<file path="src/rtl/commit_trace_buffer_pkg.sv">
// Shared types and record layout for the commit trace buffer.
// Entry width grows by one word when TRACE_TIMESTAMP_EN is defined.
package trace_pkg;

    typedef enum logic [1:0] {
        ST_IDLE,
        ST_ARMED,
        ST_CAPTURE,
        ST_DONE
    } trace_state_e;

    localparam int OPC_W = 6;
    localparam int REG_W = 5;

    // Record layout, LSB first: wr_data, wr_addr, opcode, pc, [timestamp]
    function automatic int wd_lsb(int ws);
        return 0;
    endfunction

    function automatic int ra_lsb(int ws);
        return ws;
    endfunction

    function automatic int op_lsb(int ws);
        return ws + REG_W;
    endfunction

    function automatic int pc_lsb(int ws);
        return ws + REG_W + OPC_W;
    endfunction

    function automatic int base_w(int ws);
        return 2 * ws + REG_W + OPC_W;
    endfunction

    function automatic int ts_lsb(int ws);
        return base_w(ws);
    endfunction

    function automatic int entry_w(int ws);
`ifdef TRACE_TIMESTAMP_EN
        return base_w(ws) + ws;
`else
        return base_w(ws);
`endif
    endfunction

endpackage

</file>
<file path="src/rtl/commit_trace_buffer_if.sv">
// Valid/ready drain stream carrying one trace record per beat.
// out_timestamp exists only when TRACE_TIMESTAMP_EN is defined.
interface commit_trace_buffer_if
    import trace_pkg::*;
#(
    parameter int WORD_SIZE = 32
);
    logic                 out_valid;
    logic                 out_ready;
    logic [WORD_SIZE-1:0] out_pc;
    logic [OPC_W-1:0]     out_opcode;
    logic [REG_W-1:0]     out_wr_addr;
    logic [WORD_SIZE-1:0] out_wr_data;
`ifdef TRACE_TIMESTAMP_EN
    logic [WORD_SIZE-1:0] out_timestamp;
`endif

    modport master (
        output out_valid,
        output out_pc,
        output out_opcode,
        output out_wr_addr,
        output out_wr_data,
`ifdef TRACE_TIMESTAMP_EN
        output out_timestamp,
`endif
        input  out_ready
    );

    modport slave (
        input  out_valid,
        input  out_pc,
        input  out_opcode,
        input  out_wr_addr,
        input  out_wr_data,
`ifdef TRACE_TIMESTAMP_EN
        input  out_timestamp,
`endif
        output out_ready
    );
endinterface

</file>
<file path="src/rtl/commit_trace_buffer_fifo.sv">
// First-word-fall-through FIFO; a push into a full FIFO succeeds only
// when a pop happens in the same cycle.
module trace_fifo #(
    parameter int WIDTH = 8,
    parameter int DEPTH = 16
) (
    input  logic                   clk,
    input  logic                   rst,
    input  logic                   push,
    input  logic                   pop,
    input  logic [WIDTH-1:0]       din,
    output logic [WIDTH-1:0]       dout,
    output logic                   full,
    output logic                   empty,
    output logic [$clog2(DEPTH):0] level
);
    localparam int AW = $clog2(DEPTH);

    logic [WIDTH-1:0] mem [DEPTH];
    logic [AW-1:0]    wptr;
    logic [AW-1:0]    rptr;
    logic [AW:0]      cnt;
    logic             push_ok;
    logic             pop_ok;

    assign empty   = (cnt == '0);
    assign full    = (cnt == (AW+1)'(DEPTH));
    assign level   = cnt;
    assign pop_ok  = pop && !empty;
    assign push_ok = push && (!full || pop_ok);
    assign dout    = empty ? '0 : mem[rptr];

    always_ff @(posedge clk) begin
        if (push_ok) mem[wptr] <= din;
    end

    always_ff @(posedge clk) begin
        if (rst) begin
            wptr <= '0;
            rptr <= '0;
            cnt  <= '0;
        end else begin
            if (push_ok) wptr <= wptr + 1'b1;
            if (pop_ok)  rptr <= rptr + 1'b1;
            if (push_ok && !pop_ok)      cnt <= cnt + 1'b1;
            else if (pop_ok && !push_ok) cnt <= cnt - 1'b1;
        end
    end
endmodule

</file>
<file path="src/rtl/commit_trace_buffer.sv">
// Trigger-armed commit trace capture into a FWFT FIFO with stream drain.
// Define TRACE_TIMESTAMP_EN to tag each record with a free-running cycle count.
module commit_trace_buffer
    import trace_pkg::*;
#(
    parameter int WORD_SIZE = 32,
    parameter int DEPTH     = 16,
    parameter int LEN_W     = 16
) (
    input  logic                   clk,
    input  logic                   rst,
    input  logic                   cap_valid,
    input  logic [WORD_SIZE-1:0]   prog_count,
    input  logic [OPC_W-1:0]       instr_opcode,
    input  logic [REG_W-1:0]       write_reg_addr,
    input  logic [WORD_SIZE-1:0]   write_reg_data,
    input  logic                   arm,
    input  logic                   disarm,
    input  logic [WORD_SIZE-1:0]   trig_pc,
    input  logic [LEN_W-1:0]       trig_len,
    commit_trace_buffer_if.master  out_bus,
    output logic [$clog2(DEPTH):0] level,
    output logic                   busy,
    output logic                   done,
    output logic                   overflow,
    output logic [LEN_W-1:0]       drop_cnt
);
    localparam int EW = entry_w(WORD_SIZE);

    trace_state_e     state, state_nxt;
    logic [LEN_W-1:0] len_q;
    logic [LEN_W-1:0] cnt_q;
    logic [LEN_W-1:0] cnt_inc;
    logic             hit, pop, drop, full, empty;
    logic [EW-1:0]    din, dout;

`ifdef TRACE_TIMESTAMP_EN
    logic [WORD_SIZE-1:0] ts_q;

    always_ff @(posedge clk) begin
        if (rst) ts_q <= '0;
        else     ts_q <= ts_q + 1'b1;
    end

    assign din = {ts_q, prog_count, instr_opcode,
                  write_reg_addr, write_reg_data};
    assign out_bus.out_timestamp = dout[ts_lsb(WORD_SIZE) +: WORD_SIZE];
`else
    assign din = {prog_count, instr_opcode,
                  write_reg_addr, write_reg_data};
`endif

    assign out_bus.out_pc      = dout[pc_lsb(WORD_SIZE) +: WORD_SIZE];
    assign out_bus.out_opcode  = dout[op_lsb(WORD_SIZE) +: OPC_W];
    assign out_bus.out_wr_addr = dout[ra_lsb(WORD_SIZE) +: REG_W];
    assign out_bus.out_wr_data = dout[wd_lsb(WORD_SIZE) +: WORD_SIZE];
    assign out_bus.out_valid   = !empty;

    // Control pulses own their cycle: no sample qualifies alongside arm/disarm
    assign hit = cap_valid && !arm && !disarm &&
                 ((state == ST_ARMED && prog_count == trig_pc) ||
                  state == ST_CAPTURE);
    assign pop     = out_bus.out_valid && out_bus.out_ready;
    assign drop    = hit && full && !pop;
    assign cnt_inc = cnt_q + 1'b1;

    trace_fifo #(.WIDTH(EW), .DEPTH(DEPTH)) u_fifo (
        .clk   (clk),
        .rst   (rst),
        .push  (hit),
        .pop   (pop),
        .din   (din),
        .dout  (dout),
        .full  (full),
        .empty (empty),
        .level (level)
    );

    always_comb begin
        state_nxt = state;
        if (disarm)   state_nxt = ST_IDLE;
        else if (arm) state_nxt = ST_ARMED;
        else if (hit) begin
            if (len_q != '0 && cnt_inc == len_q) state_nxt = ST_DONE;
            else                                 state_nxt = ST_CAPTURE;
        end
    end

    always_ff @(posedge clk) begin
        if (rst) begin
            state    <= ST_IDLE;
            len_q    <= '0;
            cnt_q    <= '0;
            overflow <= 1'b0;
            drop_cnt <= '0;
        end else begin
            state <= state_nxt;
            if (arm && !disarm) begin
                len_q    <= trig_len;
                cnt_q    <= '0;
                overflow <= 1'b0;
                drop_cnt <= '0;
            end else if (hit) begin
                cnt_q <= cnt_inc;
                if (drop) begin
                    overflow <= 1'b1;
                    if (drop_cnt != '1) drop_cnt <= drop_cnt + 1'b1;
                end
            end
        end
    end

    assign busy = (state == ST_ARMED) || (state == ST_CAPTURE);
    assign done = (state == ST_DONE);
endmodule

</file>
<file path="src/flat_wrapper.sv">
// flat-port wrapper written by rule: the top's interface ports become plain ports
module commit_trace_buffer_flat import trace_pkg::*;
#(
    parameter int WORD_SIZE = 32,
    parameter int DEPTH     = 16,
    parameter int LEN_W     = 16
)
  (clk, rst, cap_valid, prog_count, instr_opcode, write_reg_addr, write_reg_data, arm, disarm, trig_pc, trig_len, level, busy, done, overflow, drop_cnt, out_bus_out_valid, out_bus_out_pc, out_bus_out_opcode, out_bus_out_wr_addr, out_bus_out_wr_data, out_bus_out_ready);
  commit_trace_buffer_if #(.WORD_SIZE(WORD_SIZE)) out_bus_i ();
  input  logic clk;
  input  logic rst;
  input  logic cap_valid;
  input  logic [WORD_SIZE-1:0] prog_count;
  input  logic [OPC_W-1:0] instr_opcode;
  input  logic [REG_W-1:0] write_reg_addr;
  input  logic [WORD_SIZE-1:0] write_reg_data;
  input  logic arm;
  input  logic disarm;
  input  logic [WORD_SIZE-1:0] trig_pc;
  input  logic [LEN_W-1:0] trig_len;
  output logic [$clog2(DEPTH):0] level;
  output logic busy;
  output logic done;
  output logic overflow;
  output logic [LEN_W-1:0] drop_cnt;
  output wire logic [$bits(out_bus_i.out_valid)-1:0] out_bus_out_valid;
  output wire logic [$bits(out_bus_i.out_pc)-1:0] out_bus_out_pc;
  output wire logic [$bits(out_bus_i.out_opcode)-1:0] out_bus_out_opcode;
  output wire logic [$bits(out_bus_i.out_wr_addr)-1:0] out_bus_out_wr_addr;
  output wire logic [$bits(out_bus_i.out_wr_data)-1:0] out_bus_out_wr_data;
  input wire logic [$bits(out_bus_i.out_ready)-1:0] out_bus_out_ready;
  assign out_bus_out_valid = out_bus_i.out_valid;
  assign out_bus_out_pc = out_bus_i.out_pc;
  assign out_bus_out_opcode = out_bus_i.out_opcode;
  assign out_bus_out_wr_addr = out_bus_i.out_wr_addr;
  assign out_bus_out_wr_data = out_bus_i.out_wr_data;
  assign out_bus_i.out_ready = out_bus_out_ready;
  commit_trace_buffer #(.WORD_SIZE(WORD_SIZE), .DEPTH(DEPTH), .LEN_W(LEN_W)) u_core (.clk(clk), .rst(rst), .cap_valid(cap_valid), .prog_count(prog_count), .instr_opcode(instr_opcode), .write_reg_addr(write_reg_addr), .write_reg_data(write_reg_data), .arm(arm), .disarm(disarm), .trig_pc(trig_pc), .trig_len(trig_len), .out_bus(out_bus_i), .level(level), .busy(busy), .done(done), .overflow(overflow), .drop_cnt(drop_cnt));
endmodule
</file>
<file path="config.mk">
export PLATFORM = sky130hd
export DESIGN_NAME = commit_trace_buffer_flat
export DESIGN_NICKNAME = d
export VERILOG_FILES = /design/src/rtl/commit_trace_buffer_pkg.sv /design/src/rtl/commit_trace_buffer_if.sv /design/src/rtl/commit_trace_buffer_fifo.sv /design/src/rtl/commit_trace_buffer.sv /design/src/flat_wrapper.sv
export SDC_FILE = /design/constraint.sdc
export NUM_CORES = 1
export LEC_CHECK = 0
export ABC_CLOCK_PERIOD_IN_PS = 13850
export BUFFER_PORTS_ARGS = -buffer_cell sky130_fd_sc_hd__buf_4
export CAP_MARGIN = 20
export CORE_MARGIN = 8
export CORE_UTILIZATION = 44
export DETAILED_ROUTE_END_ITERATION = 16
export GPL_TIMING_DRIVEN = 0
export SYNTH_ARGS = -nofsm -noshare
export SYNTH_HDL_FRONTEND = slang
export SYNTH_SLANG_ARGS = --single-unit
</file>
<file path="constraint.sdc">
create_clock -name clk -period 13.85 [get_ports clk]
set_clock_uncertainty 0.2 [all_clocks]
set_input_delay 4.155 -clock clk [delete_from_list [all_inputs] [get_ports clk]]
set_output_delay 4.155 -clock clk [all_outputs]
set_load 0.005 [all_outputs]
</file>
==> metrics.md, run 1 <==
| Metric | Value |
|---|---|
| CP Max Fanout | 17 |
| Leak | 18.4 nW |
| Mean Syn Cell Area | 22.1 µm² |
| Startpoint types | input port |
| Run status | complete, no violations |
| Most common cell after layout, fill and taps aside | edfxtp_1 |
| Total GRT Usage | 0.200 |
| Via density | 5.66 |
| Post-synth EDFFs | 1200 |
| Final Hold Vio Count | 0 |
| Max_cap viols | 0 |
| Sequential share of power | 0.455 |
| Detailed Route Iter0 Violations | 2206 |
| PD cells | 158 nW/µm² |
| Max Freq | 115 MHz |
| Synthesized area | 49400 µm² |
| CP peak stage delay | 0.87 ns |
| Peak supply drop | 0.0890 mV |
| Worst-path clk slew | 0.06 ns |
| RSZ-0062 raised after global routing | false |
| Worst-Margin Slew | 1.11 ns |
| Port Buffer Count | 227 |
| Rows | 123 |
| Syn_nets | 2380 |
| Setup Fix Bufs, Post-CTS | 0 |
| CP Capture Type | flip-flop |
| Yosys cell types | 60 |
| Most used DFF post-synth | edfxtp_1 |
| CTS H-tree depth | 4 |
| Gr ovfl total | 0 |
| Tcrit/Tclk final | 0.627 |
| CP max stage cell | nor3_1 |
| Commonest non-fill, non-tap cells in the layout | edfxtp_1, mux4_2, buf_4, clkbuf_16, clkbuf_1 |
| Min Clock Period, post-route | 8.68 ns |
| Register Area | 37400 µm² |
| Worst skew pair latency | 0.73 ns |
| Hold slack final | 0.301 ns |
| Setup WS pre-CTS | 4.18 ns |
| Post-route DRC | 0 |
| Hold_buf cts | 0 |
| Worst Setup EP | u_core.u_fifo.mem[2][36] |
| Num CTS Buffers | 131 |
| Clock share of power | 0.369 |
| CTS tree | built |
| Via count | 24200 |
| WS Path Type | input port to flip-flop |
| CP dominant cell by count | buf_6 |
| Vias in the first global route | 25800 |
| Clock root buffer | clkbuf_16 |
| Buf/Inv on CP | 7 |
| CP Depth | 14 |
| Syn Inst Count | 2236 |
| Hpwl dp | 78100 µm |
| Final Non-Filler Cells | 4273 |
| Die ar. | 123000 µm² |
| Filler cells | 8730 |
| Pin count of the biggest net entering global routing | 42 |
| Post-synth ARST share | 0 |
| Psw | 2.26 mW |
| Chip height | 351 µm |
| Drt pass-1 iters | 6 |
| Total Wirelength | 123000 µm |
| Switching Share | 0.244 |
| Placer's final routability congestion estimate | 0.806 |
| Core area | 112000 µm² |
| YS warnings | 0 |
| First-pass GRT wire length | 177000 µm |
| Relative slew slack | 0.257 |
| CP delay by family, top | simple AND/OR/NAND/NOR gates |
| Internal power | 6.99 mW |
| Die width | 351 µm |
| NumNets Final | 2814 |
| Logic pwr share | 0.176 |
| Final ANT Viol Nets | 0 |
| Flop-to-flop setup slack | 9.75 ns |
| IO Pins | 229 |
| Pins Over Slew Limit | 0 |
| RR Endpoint | u_core.u_fifo.mem[2][36] |
| Final Power | 9.25 mW |
| Register bit total from synthesis | 1268 |
| Maximum clock path buffer count | 3 |
| Drt wl/cell | 28.8 µm |
| CTS sink cnt | 1268 |
| Area growth syn-to-layout | 18.2% |
| Post-CTS Resized | 0 |
| Starting Density | 0.442 |
| R2R depth | 13 |
| Layout cells sized above 1 | 0.335 |
| Dpl cells | 4036 |
| Sequential share of the synthesized area | 0.757 |
| Worst reg2reg startpoint | u_core.state[1] |
| Area of the multi-input gates | 11600 µm² |
| Worst path cell trace | buf_4 -> xnor2_1 -> nand4_1 -> nor3_1 -> nand3_2 -> a21oi_2 -> buf_2 -> nand2_1 -> nor3_2 -> buf_6 -> buf_6 -> buf_6 -> buf_6 -> buf_6 |
| Hold Crit Class | flip-flop to flip-flop |
| Crit path required time | 14.07 ns |
| Critical Path AT | 8.90 ns |
| Setup WS post-layout | 5.17 ns |
| Origin of the worst setup path | prog_count[26] |
| Initial antenna violation count | 13 |
| Final number of setup-violating endpoints | 0 |
[layer usage]
metal,vias up,track usage,wire length [µm]
li1,10200,-,-
met1,13000,0.246,47700
met2,727,0.352,64500
met3,188,0.0467,7610
met4,10,0.0590,3200
met5,-,0,61
[through the flow]
stage,util,area (µm²),setup TNS (ns)
finish,0.522,58400,0
global route,0.522,58400,0
CTS,0.522,58400,0
detailed placement,0.485,54200,0
global placement,0.474,53000,-2347.03
floorplan,-,49400,0
[Yosys cell counts, types with 16 or more instances]
cell / instances / area (µm²)
nand2_1: 57 / 214
clkbuf_1: 71 / 267
dfxtp_1: 68 / 1360
edfxtp_1: 1200 / 36000
nor2_1: 48 / 180
and3_1: 17 / 106
xor2_1: 23 / 201
inv_1: 16 / 60.1
mux4_2: 375 / 8450
buf_2: 37 / 185
a21oi_1: 47 / 235
and2_1: 76 / 475
xnor2_1: 57 / 499
[power by group through the flow]
stage	clock, mW	sequential (mW)	combinational (mW)
final	3.42	4.21	1.63
after global routing	3.62	4.21	1.75
after CTS	3.48	4.21	1.68
after detailed placement	0	4.29	1.67
after global placement	0	4.29	1.63
after floorplan	0	4.29	0.942
[sequential cells by signal (all words and copies together), names as in the netlist, named ones only]
signal               flops
u_core.drop_cnt         16
u_core.overflow          1
u_core.u_fifo.wptr       4
u_core.u_fifo.level      5
u_core.len_q            16
u_core.u_fifo.mem     1200
u_core.u_fifo.rptr       4
u_core.cnt_q            16
u_core.state             2
[worst reg2reg max path, stage by stage, from the launching register on]
cell and delay (ns):
dfxtp_1 0.33, inv_1 0.07, ha_1 0.21, and3_1 0.20, nand3_2 0.23, a21oi_2 0.48
buf_2 0.29, nand2_1 0.17, nor3_2 0.64, buf_6 0.25, buf_6 0.17, buf_6 0.17
buf_6 0.20, buf_6 0.19
[how the worst min path moves through the flow]
| stage | startpoint | endpoint | slack, ns | cells past startpoint |
|---|---|---|---|---|
| global placement | u_core.cnt_q[1] | u_core.cnt_q[1] | 0.28 | 2 |
| finish | u_core.len_q[2] | u_core.len_q[2] | 0.30 | 2 |
| global route | u_core.len_q[7] | u_core.len_q[7] | 0.33 | 2 |
| floorplan | u_core.len_q[2] | u_core.len_q[2] | 0.25 | 2 |
| detailed placement | u_core.overflow | u_core.overflow | 0.29 | 2 |
| CTS | u_core.len_q[2] | u_core.len_q[2] | 0.30 | 2 |
[cell families after synthesis]
| kind of cell | count (synthesis) | synth area share |
|---|---|---|
| adder cells (fa/ha/maj) | 15 | 0.00395 |
| XOR/XNOR | 80 | 0.0142 |
| flip-flops | 1268 | 0.757 |
| buffers and inverters | 129 | 0.0108 |
| AO/OA/AOI/OAI | 92 | 0.0118 |
| AND/OR/NAND/NOR | 273 | 0.0304 |
| multiplexers | 379 | 0.172 |
[final cells by class]
type,instances,area share
inverters,16,0.00103
flip-flops and latches,1268,0.641
plain buffers,113,0.00812
diodes,5,0.000214
well taps,1500,0.0321
multi-input cells,839,0.198
clock buffers,166,0.0602
repair buffers,301,0.0491
clock inverters,65,0.0107
Power figures use the tool's default switching activity.
==> inputs of run 2 (changes only) <==
--- a/config.mk
+++ b/config.mk
@@ -5,7 +5,8 @@
 export SDC_FILE = /design/constraint.sdc
 export NUM_CORES = 1
 export LEC_CHECK = 0
-export ABC_CLOCK_PERIOD_IN_PS = 13850
+export ABC_AREA = 1
+export ABC_CLOCK_PERIOD_IN_PS = 8000
 export BUFFER_PORTS_ARGS = -buffer_cell sky130_fd_sc_hd__buf_4
 export CAP_MARGIN = 20
 export CORE_MARGIN = 8
==> constraint.sdc (replaced) <==
create_clock -name clk -period 8 [get_ports clk]
set_clock_uncertainty 0.2 [all_clocks]
set_input_delay 2.4 -clock clk [delete_from_list [all_inputs] [get_ports clk]]
set_output_delay 2.4 -clock clk [all_outputs]
set_load 0.005 [all_outputs]
==> metrics.md, run 2 <==
| Metric | Value |
|---|---|
| Run status | complete, no violations |
| First-pass GRT wire length | 237000 µm (+34%) |
| CP Capture Type | output port |
| Port Buffer Count | 228 (+0.44%) |
| Pin count of the biggest net entering global routing | 26 (-38%) |
| Die ar. | 125000 µm² (+1.8%) |
| Yosys cell types | 43 (-28%) |
| Flop-to-flop setup slack | 3.51 ns (-6.24 ns) |
| Most used DFF post-synth | edfxtp_1 |
| Initial antenna violation count | 7 (-6) |
| Startpoint types | flip-flop |
| Clock root buffer | clkbuf_16 |
| Mean Syn Cell Area | 13.1 µm² (-41%) |
| Pins Over Slew Limit | 0 (unchanged) |
| Drt pass-1 iters | 5 (-1) |
| Worst skew pair latency | 0.74 ns (about the same) |
| Register bit total from synthesis | 1268 (unchanged) |
| NumNets Final | 4409 (+57%) |
| Core area | 114000 µm² (+1.8%) |
| Reg with most FFs | u_core.u_fifo.mem |
| Leak | 19.3 nW (+4.8%) |
| Num CTS Buffers | 134 (+2.3%) |
| Synthesized area | 50300 µm² (+1.9%) |
| IO Pins | 229 (unchanged) |
| Syn Inst Count | 3838 (+72%) |
| Post-route DRC | 0 (unchanged) |
| Critical Path AT | 4.83 ns (-4.07 ns) |
| Yosys top cell area share | 0.716 (-0.0133) |
| Layout cells sized above 1 | 0.128 (-0.207) |
| Final Hold Vio Count | 0 (unchanged) |
| Worst-path clk slew | 0.06 ns (about the same) |
| Hpwl dp | 111000 µm (+42%) |
| Area leader, netlist | edfxtp_1 |
| Vias in the first global route | 33900 (+31%) |
| YS warnings | 0 (unchanged) |
| Post-synth ARST share | 0 (unchanged) |
| CTS H-tree depth | 4 (unchanged) |
| Worst-Margin Slew | 1.20 ns (+0.0818 ns) |
| Setup WS post-layout | 0.573 ns (-4.59 ns) |
| Total Wirelength | 167000 µm (+36%) |
| Gr ovfl total | 0 (unchanged) |
| Die width | 354 µm (+0.88%) |
| Area growth syn-to-layout | 18.1% (about the same) |
| Via count | 35300 (+46%) |
| Syn_nets | 3982 (+67%) |
| Most frequent cell after synthesis | edfxtp_1 |
| Placer's final routability congestion estimate | 0.852 (+5.6%) |
| Tcrit/Tclk final | 0.928 |
| Final ANT Viol Nets | 0 (unchanged) |
| CTS tree | built |
| Max Freq | 135 MHz |
| Crit path required time | 5.40 ns (-8.67 ns) |
| CTS sink cnt | 1268 (unchanged) |
| Post-synth EDFFs | 1200 (unchanged) |
| RSZ-0062 raised after global routing | false |
| Final number of setup-violating endpoints | 0 (unchanged) |
| Peak supply drop | 0.213 mV (+140%) |
| Most common cell after layout, fill and taps aside | edfxtp_1 |
| Chip height | 354 µm (+0.88%) |
| Starting Density | 0.442 (about the same) |
| WS Path Type | flip-flop to output port |
| Max_cap viols | 0 (unchanged) |
| Total GRT Usage | 0.257 (+0.0566) |
| PD cells | 304 nW/µm² (+92%) |
| Synth area leaders | edfxtp_1, o21ai_0, nor2_1 |
| Rows | 124 (+0.81%) |
| Top cells by count, synth | edfxtp_1, nor2_1, o21ai_0 |
| Relative slew slack | 0.203 (-0.0545) |
| DP Area | 55300 µm² (+2.0%) |
| Detailed Route Iter0 Violations | 4467 (+100%) |
| CP Max Fanout | 10 (-7) |
| Sequential share of the synthesized area | 0.743 (-0.0138) |
| Setup Fix Bufs, Post-CTS | 0 (unchanged) |
| Post-CTS Resized | 0 (unchanged) |
| Design Area, Final | 59400 µm² (+1.8%) |
| Setup WS pre-CTS | 1.06 ns (-3.12 ns) |
| Maximum clock path buffer count | 3 (unchanged) |
| Commonest non-fill, non-tap cells in the layout | edfxtp_1, nor2_1, o21ai_0, clkbuf_1, buf_4 |
| Via density | 6.00 (+6.0%) |
| Min Clock Period, post-route | 7.43 ns |
| Hold Crit Class | flip-flop to flip-flop |
| Hold_buf cts | 0 (unchanged) |
| Max reg flops | 1200 (unchanged) |
| Drt wl/cell | 28.5 µm (-1.0%) |
==> run 2: cell count changes after synthesis, moves of 85 or more <==
cell	before	now
clkbuf_1	71	206
o21ai_0	11	643
o211ai_1	0	91
o221ai_1	0	209
nor2_1	48	699
nand3_1	14	99
mux4_2	375	0
inv_1	16	113
o22ai_1	1	91
==> run 2: worst max-delay path, stage by stage (launching register included) <==
cell	delay, ns
dfxtp_1	0.32
clkbuf_1	0.87
clkbuf_1	0.93
clkbuf_1	0.94
o221ai_1	0.31
nand3_1	0.19
a21oi_1	0.25
buf_4	0.25
==> run 2: report_power, final <==
group / internal (mW) / leakage (nW) / total (mW) / switching (mW)
Combinational: 1.40 / 5.93 / 4.83 / 3.43
Clock: 3.39 / 2.01 / 5.94 / 2.55
Sequential: 7.28 / 11.3 / 7.30 / 0.0242
==> run 2: cells by family (layout without fill, tap and decap cells) <==
group                    after synthesis  after routing  synth area share
XOR/XNOR                              29             29           0.00532
other                                  0              1                 0
flip-flops                          1268           1268             0.743
buffers and inverters                383            910            0.0305
AND/OR/NAND/NOR                      965            965            0.0770
AO/OA/AOI/OAI                       1178           1178             0.140
adder cells (fa/ha/maj)               15             15           0.00388
==> run 2: per-stage QoR <==
stage | power [mW] | utilization | hold WS, ns | setup TNS [ns] | std cells
after global placement | 12.1 | 0.473 | 0.251 | -5716.98 | 5578
final | 18.1 | 0.522 | 0.280 | 0 | 5878
after detailed placement | 12.2 | 0.486 | 0.265 | 0 | 5639
after floorplan | 9.68 | - | 0.251 | 0 | 3838
after global routing | 18.7 | 0.522 | 0.301 | 0 | 5877
after CTS | 18.1 | 0.522 | 0.279 | 0 | 5875
==> run 2: path summary, 6_finish.rpt <==
kind,start,end,depth (start not counted)
max,flip-flop,out_bus_out_pc[3],7
min,u_core.cnt_q[15],u_core.cnt_q[15],2
max reg2reg,u_core.state[1],u_core.u_fifo.mem[12][51],18
min reg2reg,u_core.cnt_q[15],u_core.cnt_q[15],2
==> run 2: area by class of cell <==
| cell class | count | area [µm²] |
|---|---|---|
| timing repair buffer | 291 | 2990 |
| antenna | 1 | 2.50 |
| inverter | 115 | 432 |
| clock buffer | 171 | 3620 |
| tap | 1512 | 1890 |
| sequential | 1268 | 37400 |
| buffer | 268 | 1100 |
| fill | 9740 | 54400 |
| clock inverter | 65 | 499 |
| multi-input combinational | 2187 | 11500 |
==> run 2: metal layers <==
layer | routed length (µm) | share of wire | GRT usage
met1 | 65700 | 0.39 | 0.343
met4 | 6060 | 0.036 | 0.0950
met5 | 47 | 0.00028 | 0
met2 | 77700 | 0.46 | 0.409
met3 | 17800 | 0.11 | 0.0605
